<file path="src/rtl/frog_checker_pkg.sv">
// ---------------------------------------------------------------------------
// frog_checker_pkg
// Shared definitions for the LFSR sequence checker:
//   - state_e      : acquisition FSM states (IDLE, FILL, SYNC, LOCKED)
//   - *_DEF        : default widths / thresholds used as parameter defaults
// No ports (package).
// ---------------------------------------------------------------------------
package frog_checker_pkg;

  localparam int unsigned N_DEF        = 8;
  localparam int unsigned LOCK_CNT_DEF = 16;
  localparam int unsigned LOSS_CNT_DEF = 4;
  localparam int unsigned ERR_W_DEF    = 16;

  typedef enum logic [1:0] {
    IDLE   = 2'd0,
    FILL   = 2'd1,
    SYNC   = 2'd2,
    LOCKED = 2'd3
  } state_e;

endpackage

</file>
<file path="src/rtl/frog_predictor.sv">
// ---------------------------------------------------------------------------
// frog_predictor
// Holds the tap mask and the N-bit history window of the checked stream and
// predicts the next bit as the XOR of the tapped history bits.
// Ports:
//   clk, rst      : clock, asynchronous active-high reset
//   clear_i       : latch program_i as taps and empty the history window
//   program_i     : tap mask
//   shift_i       : accept one bit into the window this cycle
//   sel_exp_i     : shift in the predicted bit instead of in_i (flywheel)
//   in_i          : received bit
//   exp_o         : predicted next bit (combinational)
//   r_zero_o      : history window is all zero
// ---------------------------------------------------------------------------
module frog_predictor
  import frog_checker_pkg::*;
#(
  parameter int unsigned N = N_DEF
) (
  input  logic         clk,
  input  logic         rst,
  input  logic         clear_i,
  input  logic [N-1:0] program_i,
  input  logic         shift_i,
  input  logic         sel_exp_i,
  input  logic         in_i,
  output logic         exp_o,
  output logic         r_zero_o
);

  logic [N-1:0] taps_q;
  logic [N-1:0] r_q;
  logic [N-1:0] r_d;
  logic         shift_bit_s;

  assign exp_o    = ^(r_q & taps_q);
  assign r_zero_o = (r_q == '0);

  // Next history window: newest bit enters at the top, r[0] is the oldest.
  always_comb begin
    shift_bit_s = sel_exp_i ? exp_o : in_i;
    if (clear_i) begin
      r_d = '0;
    end else if (shift_i) begin
      r_d = {shift_bit_s, r_q[N-1:1]};
    end else begin
      r_d = r_q;
    end
  end

  // Tap mask and history registers.
  always_ff @(posedge clk or posedge rst) begin
    if (rst) begin
      taps_q <= '0;
      r_q    <= '0;
    end else begin
      r_q <= r_d;
      if (clear_i) begin
        taps_q <= program_i;
      end
    end
  end

endmodule

</file>
<file path="config.mk">
export PLATFORM = sky130hd
export DESIGN_NAME = frog_predictor
export DESIGN_NICKNAME = d
export VERILOG_FILES = /design/src/rtl/frog_checker_pkg.sv /design/src/rtl/frog_predictor.sv
export SDC_FILE = /design/constraint.sdc
export NUM_CORES = 1
export LEC_CHECK = 0
export CORE_UTILIZATION = 40
export DETAILED_ROUTE_END_ITERATION = 8
export GPL_TIMING_DRIVEN = 0
export HOLD_SLACK_MARGIN = 0.05
export PLACE_DENSITY = 0.63
export RECOVER_POWER = 100
export SETUP_SLACK_MARGIN = 0.3
export SLEW_MARGIN = 25
export SYNTH_ARGS = -nofsm -noshare
export SYNTH_HDL_FRONTEND = slang
export SYNTH_SLANG_ARGS = --single-unit
export TNS_END_PERCENT = 1
</file>
<file path="constraint.sdc">
create_clock -name clk -period 3.2 [get_ports clk]
set_clock_uncertainty 0.2 [all_clocks]
set_input_delay 0.32 -clock clk [delete_from_list [all_inputs] [get_ports clk]]
set_output_delay 0.32 -clock clk [all_outputs]
set_load 0.005 [all_outputs]
</file>
==> impl_metrics.tcl <==
set metrics [dict create \
    cts_tree "built" \
    leakagePower_nw 0.446 \
    grt_overflow_total 0 \
    synth_area_sq_um 778 \
    worstSetupStartpointType "flop" \
    yosys-top-cells-area "dfrtp_1 51%, mux2_2 12%, mux2i_1 9.0%" \
    cts_resized 0 \
    num_io_pins 16 \
    hold_path.class "primary input to flop" \
    cts_inserted_buffers 3 \
    final_common_cell "dfrtp_1" \
    switching_share_pct 22.8 \
    p_switching_uw 91.6 \
    clock_latency_ns 0.29 \
    via_per_inst 4.81 \
    port_buffers 13 \
    wl_mm 1.25 \
    syn_inst 65 \
    cp.required_ns 2.68 \
    cts_buffer_depth 2 \
    die_x_microns 46.1 \
    slew_headroom_pct 60.4 \
    grt_pass1_wl_mm 2.13 \
    htree_levels 1 \
    final_cell_mix "16 x dfrtp_1, 10 x dlygate4sd3_1, 8 x mux2_2, 8 x nor2_1, 7 x mux2i_1" \
    cp-end-kind "output pin" \
    first_pass_iters 4 \
    postSynthAreaPerCell_sq_um 12.0 \
    synthesis.nets 79 \
    die_y_microns 46.1 \
    yosys_warnings 0 \
    drtAntennaViolNets 0 \
    fin_cells 107 \
    p_clk_share_pct 34.3 \
    pwr-share-comb_pct 11.0 \
    grt_antenna_before_repair 0 \
    final_max_slew_viol_count 0 \
    drc 0 \
    ys_seq_area_share_pct 51.4 \
    worstSetupPathType "flop to output pin" \
    rsz0062_at_grt "false" \
    drtIter0Drc 8 \
    timing.fmax_mhz 392 \
    yosysTopAreaCell "dfrtp_1" \
    status "finished clean" \
    cts_num_sinks 16 \
    finalHoldViolations 0 \
    nNetsFinal 97 \
    globalplace.congestion 0.718 \
    syn_to_final_growth_pct 25.2 \
    cap_violations 0 \
    yosysUniqueCellTypes 17 \
    fin_crit_sh_pct 79.8 \
    start_util_pct 43.6 \
    cts_setup_buffers 0 \
    synth-seq-cells 16 \
    core_area_sq_um 1780 \
    grt_max_degree 17 \
    cts_root_buffer "clkbuf_4" \
    die_area_sq_um 2130 \
    dp_cells 103 \
    vias 515 \
    path_max_fanout 3 \
    track_usage_pct 14.8 \
    layout-drive-gt1-share_pct 24.4 \
    worstMarginPinSlew_ns 0.594 \
    synth_top_cell_area_share_pct 51.4 \
    grt_pass1_vias 493 \
    avgRoutedWirePerCell_microns 11.7 \
    row_count 15 \
    diodes 0 \
    postCtsHoldBufs 0 \
    p_seq_share_pct 54.7 \
    path_clk_slew_ns 0.10 \
    setup_viol 0 \
    finalSetupTns_ns 0 \
    p_int_uw 310 \
    ir_drop_mv 0.241 \
    power_density_nw_per_um2 412 \
    period_needed_ns 2.55 \
    critical_path_arrival_ns 2.03 \
]
final timing paths:
kind / from / to / slack (ns) / cells after the start
max in group asynchronous: rst / taps_q[0] / 2.10 / 2
min reg2reg: taps_q[2] / taps_q[2] / 0.31 / 1
min: clear_i / taps_q[2] / 0.22 / 2
min in group asynchronous: rst / taps_q[4] / 0.31 / 2
max reg2reg: r_q[6] / r_q[7] / 1.71 / 5
max: r_q[0] / r_zero_o / 0.65 / 3
layout make-up:
| class | count | area [sq um] |
|---|---|---|
| fill | 161 | 808 |
| timing repair buffer | 13 | 130 |
| tap | 25 | 31.3 |
| sequential | 16 | 400 |
| multi-input combinational | 44 | 355 |
| inverter | 2 | 7.51 |
| buffer | 3 | 13.8 |
| clock buffer | 4 | 36.3 |
routing by layer:
metal	routed length [microns]	share of wire [%]	vias to the layer above	global-route usage [%]
met5	0	0	-	0
met1	577	46	246	19.2
li1	-	-	249	-
met2	569	45	15	22.3
met3	60	4.8	5	2.35
met4	46	3.7	0	10.6
synth_stat cells, drive strengths merged:
| cell | instances |
|---|---|
| dfrtp | 16 |
| inv | 2 |
| nor2 | 8 |
| mux2i | 7 |
| buf | 3 |
| a21oi | 1 |
| xnor2 | 6 |
| xor2 | 1 |
| nand2 | 8 |
| nand3b | 1 |
| mux2 | 8 |
| or2b | 1 |
| or4 | 2 |
| a41o | 1 |
state kept, by name (all words and copies together), names as in the netlist:
| signal | count |
|---|---|
| taps_q | 8 |
| r_q | 8 |
worst max-delay path, cell delays in order, from the launching register on:
cell and delay [ns]:
dfrtp_1 0.42, or4_2 0.66, nor2_1 0.09, dlygate4sd3_1 0.57
power by group through the flow:
stage                     sequential (mW)  clock (mW)  combinational, mW
after floorplan                     0.222           0             0.0273
after global placement              0.224           0             0.0473
after detailed placement            0.224           0             0.0477
after CTS                           0.220       0.143             0.0479
after global routing                0.221       0.144             0.0492
final                               0.219       0.138             0.0441
logic make-up after synthesis:
| kind of cell | synth area share [%] |
|---|---|
| AND/OR/NAND/NOR | 12.4 |
| flip-flops | 51.4 |
| multiplexers | 20.6 |
| XOR/XNOR | 10.8 |
| buffers and inverters | 2.89 |
| AO/OA/AOI/OAI | 1.93 |
metrics by stage:
step	utilization (%)	hold slack, ns	area [sq um]	power, mW	setup slack (ns)
detailed placement	52.7	0.297	940	0.271	1.03
finish	54.7	0.216	975	0.401	0.646
global placement	52.7	0.294	940	0.271	1.00
global route	54.7	0.247	975	0.415	0.609
floorplan	-	0.0337	778	0.249	1.54
CTS	54.7	0.198	976	0.410	0.700
(Power assumes the default switching activity.)
==> variant 1 (same flow settings) <==
Reset style: synchronous (`rst`), changed in one clocked block. Comments in the files are not updated.
--- a/src/rtl/frog_predictor.sv
+++ b/src/rtl/frog_predictor.sv
@@ -49,7 +49,7 @@
   end
 
   // Tap mask and history registers.
-  always_ff @(posedge clk or posedge rst) begin
+  always_ff @(posedge clk) begin
     if (rst) begin
       taps_q <= '0;
       r_q    <= '0;
Behaviour: differs if rst is asserted again (counterexample within 4 cycles, from zero or initial values and one cycle with rst high); with rst held inactive, the same outputs for 10 cycles.
==> variant 1 against the original RTL <==
  * Register-to-register slack gained 70 ps
  * Cell area fell by 7.3%
  * Setup slack better by 75 ps
  * Sequential cell count stayed put
  * Clock power down 6%
  * Power shrank 6.9%
  * Synthesized area down 7.7%
  * Wire length is 4.6% lower
  * Critical path type unchanged
  * Critical endpoint unchanged
==> variant 1: results <==
metrics = {
    "timing": {
        "post-route-period-util": 0.775,
        "worstMarginPinSlew_ps": 373,
    },
    "clock_network": {
        "cts_resized": 0,
        "cts_setup_buffers": 0,
        "cts_htree_levels": 1,
        "path_clk_slew_ps": 90,
        "numCtsBuffers": 3,
        "root_buffer": "clkbuf_4",
        "clock_path_buffers": 2,
        "clock_latency_ps": 280,
    },
    "critical_path": {
        "cp_max_fo": 4,
    },
    "hold_path": {
        "hp-class": "input pin to flop",
    },
    "finish": {
        "largestRegisters": "r_q: 8 flops, taps_q: 8 flops",
        "insertedDiodeCount": 0,
        "fin_nets": 107,
        "layout-drive-gt1-share": 0.130,
    },
    "grt": {
        "grt_pass1_vias": 527,
        "grt_max_degree": 11,
        "antenna_found_initial": 0,
        "grt_pass1_wl_um": 2250,
        "grt_use_total": 0.163,
    },
    "logic_synthesis": {
        "synthFlopType": "dfxtp_1",
        "yosys_warnings": 0,
        "yosysUniqueCellTypes": 17,
        "synth.area.top_cells": "dfxtp_1 (45%), mux2i_1 (21%), nor2_1 (9.4%)",
        "syn_nets": 90,
        "async_flop_share": 0,
        "yosysSeqAreaShare": 0.446,
        "synth_common_cells": "nor2_1 (18), dfxtp_1 (16), mux2i_1 (15)",
    },
    "power": {
        "p_leak_uw": 0.000381,
        "vdd_drop_max_mv": 0.234,
    },
    "placed_design": {
        "place_congestion": 0.646,
        "hpwl_um": 937,
        "numPortBuffers": 12,
    },
    "drt": {
        "drt-initial-drc-count": 4,
        "drtPass1Iterations": 3,
        "post_drt_wl_per_cell_um": 10.3,
        "via_per_inst": 4.60,
    },
    "status": {
        "status": "finished, final reports clean",
    },
}
==> variant 1: changes by cell type after synthesis, moves of 2 or more <==
cell     delta
mux2i_1     +8
nand2_1     +2
dfrtp_1    -16
mux2_2      -8
dfxtp_1    +16
nor2_1     +10
==> variant 1: final cells by class <==
class	count	area, um^2
clock buffers	4	36.3
flip-flops and latches	16	320
fillers	151	691
multi-input cells	55	373
plain buffers	4	20.0
repair buffers	12	120
inverters	1	3.75
well taps	24	30.0
==> variant 1: report_power, final <==
part	total [uW]	switching (uW)	internal (uW)
Sequential	209	3.60	205
Combinational	34.4	14.4	20.0
Clock	130	61.0	69.1
==> variant 1: metal layers <==
metal / GRT usage / vias up / wire, um
li1: - / 280 / -
met1: 0.197 / 241 / 586
met2: 0.256 / 11 / 555
met3: 0.0367 / 2 / 39
met4: 0.109 / 0 / 15
met5: 0 / - / 0
==> variant 1: worst max-delay path, cell delays in order, from the launching register on <==
cell and delay, ps:
dfxtp_1 350, or4_2 660, nor2_1 100, dlygate4sd3_1 570
==> variant 1: stage by stage <==
stage | setup slack [ps] | area [um^2] | instances | hold slack, ps
4_1_cts | 757 | 905 | 116 | 176
3_5_place_dp | 1090 | 868 | 112 | 283
5_1_grt | 654 | 903 | 116 | 194
6_report | 721 | 903 | 116 | 173
2_1_floorplan | 1590 | 718 | 76 | 260
3_3_place_gp | 1070 | 868 | 112 | 273
==> variant 1: cells by family (layout without fill, tap and decap cells) <==
group,Yosys count,count (layout),synth area share
simple gates,31,31,0.185
xor+xnor,7,7,0.106
buf+inv,5,21,0.0348
mux,15,15,0.209
flops,16,16,0.446
compound gates,2,2,0.0192
==> variant 1: path summary, 6_finish.rpt <==
kind	startpoint	end	slack, ps	depth (start not counted)
max	r_q[3]$_SDFFE_PP0P_	r_zero_o	720	3
max reg2reg	r_q[7]$_SDFFE_PP0P_	r_q[7]$_SDFFE_PP0P_	1780	5
min	rst	taps_q[2]$_SDFFE_PP0P_	170	2
min reg2reg	taps_q[5]$_SDFFE_PP0P_	taps_q[5]$_SDFFE_PP0P_	310	2
==> variant 2 (same flow settings) <==
Made on the original files. Change the package constant `N_DEF` from 8 to 10.
--- a/src/rtl/frog_checker_pkg.sv
+++ b/src/rtl/frog_checker_pkg.sv
@@ -7,7 +7,7 @@
 // ---------------------------------------------------------------------------
 package frog_checker_pkg;
 
-  localparam int unsigned N_DEF        = 8;
+  localparam int unsigned N_DEF        = 10;
   localparam int unsigned LOCK_CNT_DEF = 16;
   localparam int unsigned LOSS_CNT_DEF = 4;
   localparam int unsigned ERR_W_DEF    = 16;
Interface: changed (resized program_i); port bits go from 16 to 18. No check against the original RTL was run, so the function may have changed too.
==> variant 2 against the original RTL <==
  * Synthesized area up 21%
  * Wire length up 29%
  * Fmax decreased by 3.5%
  * Setup slack worse by 93 ps
  * Cell area rose by 21%
  * Power rose by 18%
  * Sequential cell count increased by 4
  * Critical path depth unchanged
  * Largest power group unchanged
==> variant 2: results <==
metrics = {
    "grt": {
        "grt_pass1_vias": 645,
        "grt_pass1_wl_um": 2820,
        "grt_use_total": 0.151,
        "grt_max_degree": 21,
    },
    "logic_synthesis": {
        "yosysSeqAreaShare": 0.533,
        "synth.area.top_cells": "dfrtp_1 (53%), mux2i_1 (9.6%), mux2_1 (7.2%)",
        "syn_nets": 96,
        "yosysUniqueCellTypes": 19,
        "synth_common_cells": "dfrtp_1 (20), nand2_1 (11), mux2i_1 (9), nor2_1 (9), mux2_1 (6)",
        "synth_xor_area_frac": 0.0972,
    },
    "hold_path": {
        "hp-class": "flop to flop",
        "min_from": "taps_q[9]$_DFFE_PP0P_",
    },
    "drt": {
        "drt-initial-drc-count": 4,
        "dr_total_vias": 628,
        "post_drt_wl_per_cell_um": 12.5,
        "drtPass1Iterations": 2,
    },
    "power": {
        "vdd_drop_max_mv": 0.268,
        "p_leak_uw": 0.000529,
    },
    "critical_path": {
        "r2r_start": "r_q[3]$_DFFE_PP0P_",
        "cp_max_fo": 4,
        "crit_path_start": "r_q[5]$_DFFE_PP0P_",
        "critical_path_arrival_ps": 2130,
    },
    "finish": {
        "layout-drive-gt1-share": 0.0891,
        "largestRegisters": "r_q: 10 flops, taps_q: 10 flops",
        "fin_nets": 118,
    },
    "placed_design": {
        "numPortBuffers": 17,
    },
    "status": {
        "status": "finished, final reports clean",
    },
    "timing": {
        "slew_headroom": 0.511,
    },
}
## variant 2: cell count changes after synthesis, moves of 2 or more
| cell | unedited run | this run |
|---|---|---|
| mux2i_1 | 7 | 9 |
| xnor2_2 | 3 | 0 |
| nand2_2 | 2 | 0 |
| clkbuf_1 | 0 | 2 |
| mux2_1 | 0 | 6 |
| buf_2 | 3 | 1 |
| mux2_2 | 8 | 4 |
| dfrtp_1 | 16 | 20 |
| nand2_1 | 6 | 11 |
## variant 2: worst max-delay path: stages (launching register included)
cell	delay, ps
dfrtp_1	430
or4_1	540
nor4_1	260
dlygate4sd3_1	610
## variant 2: per-stage QoR
step / instance area, um^2 / instances / util / worst slack, ps / power (uW)
after floorplan: 940 / 80 / - / 1510 / 307
after global placement: 1140 / 125 / 0.518 / 914 / 336
after detailed placement: 1140 / 125 / 0.518 / 879 / 337
after CTS: 1180 / 129 / 0.534 / 533 / 484
after global routing: 1180 / 129 / 0.533 / 414 / 497
final: 1180 / 129 / 0.533 / 553 / 473
## variant 2: cell families after synthesis
kind of cell,Yosys count
mux,19
buf+inv,6
compound gates,2
flops,20
xor+xnor,8
simple gates,25
## variant 2: power breakdown
group | switching (uW) | internal (uW) | total (uW)
logic | 21.5 | 33.8 | 55.4
registers | 7.23 | 266 | 274
clock network | 75.1 | 69.3 | 144
## variant 2: worst paths after layout
check / to / slack (ps) / cells after the start
max: r_zero_o / 550 / 3
min: taps_q[9]$_DFFE_PP0P_ / 300 / 1
max reg2reg: r_q[9]$_DFFE_PP0P_ / 1540 / 5
min reg2reg: taps_q[9]$_DFFE_PP0P_ / 300 / 1
max in group asynchronous: r_q[1]$_DFFE_PP0P_ / 1960 / 2
min in group asynchronous: r_q[2]$_DFFE_PP0P_ / 380 / 2
## variant 2: cell type report
type                            count  area [um^2]
Fill cell                         219         1030
Inverter                            3         11.3
Tap cell                           28         35.0
Buffer                              3         11.3
Timing Repair Buffer               17          170
Sequential cell                    20          500
Clock buffer                        4         36.3
Multi-Input combinational cell     54          415
## variant 2: routing by layer
layer | global-route usage | vias to the layer above | share of wire
met5 | 0 | - | 0
met4 | 0.0556 | 0 | 0.0080
met3 | 0.0364 | 2 | 0.030
met2 | 0.256 | 11 | 0.47
met1 | 0.185 | 306 | 0.49
li1 | - | 309 | -
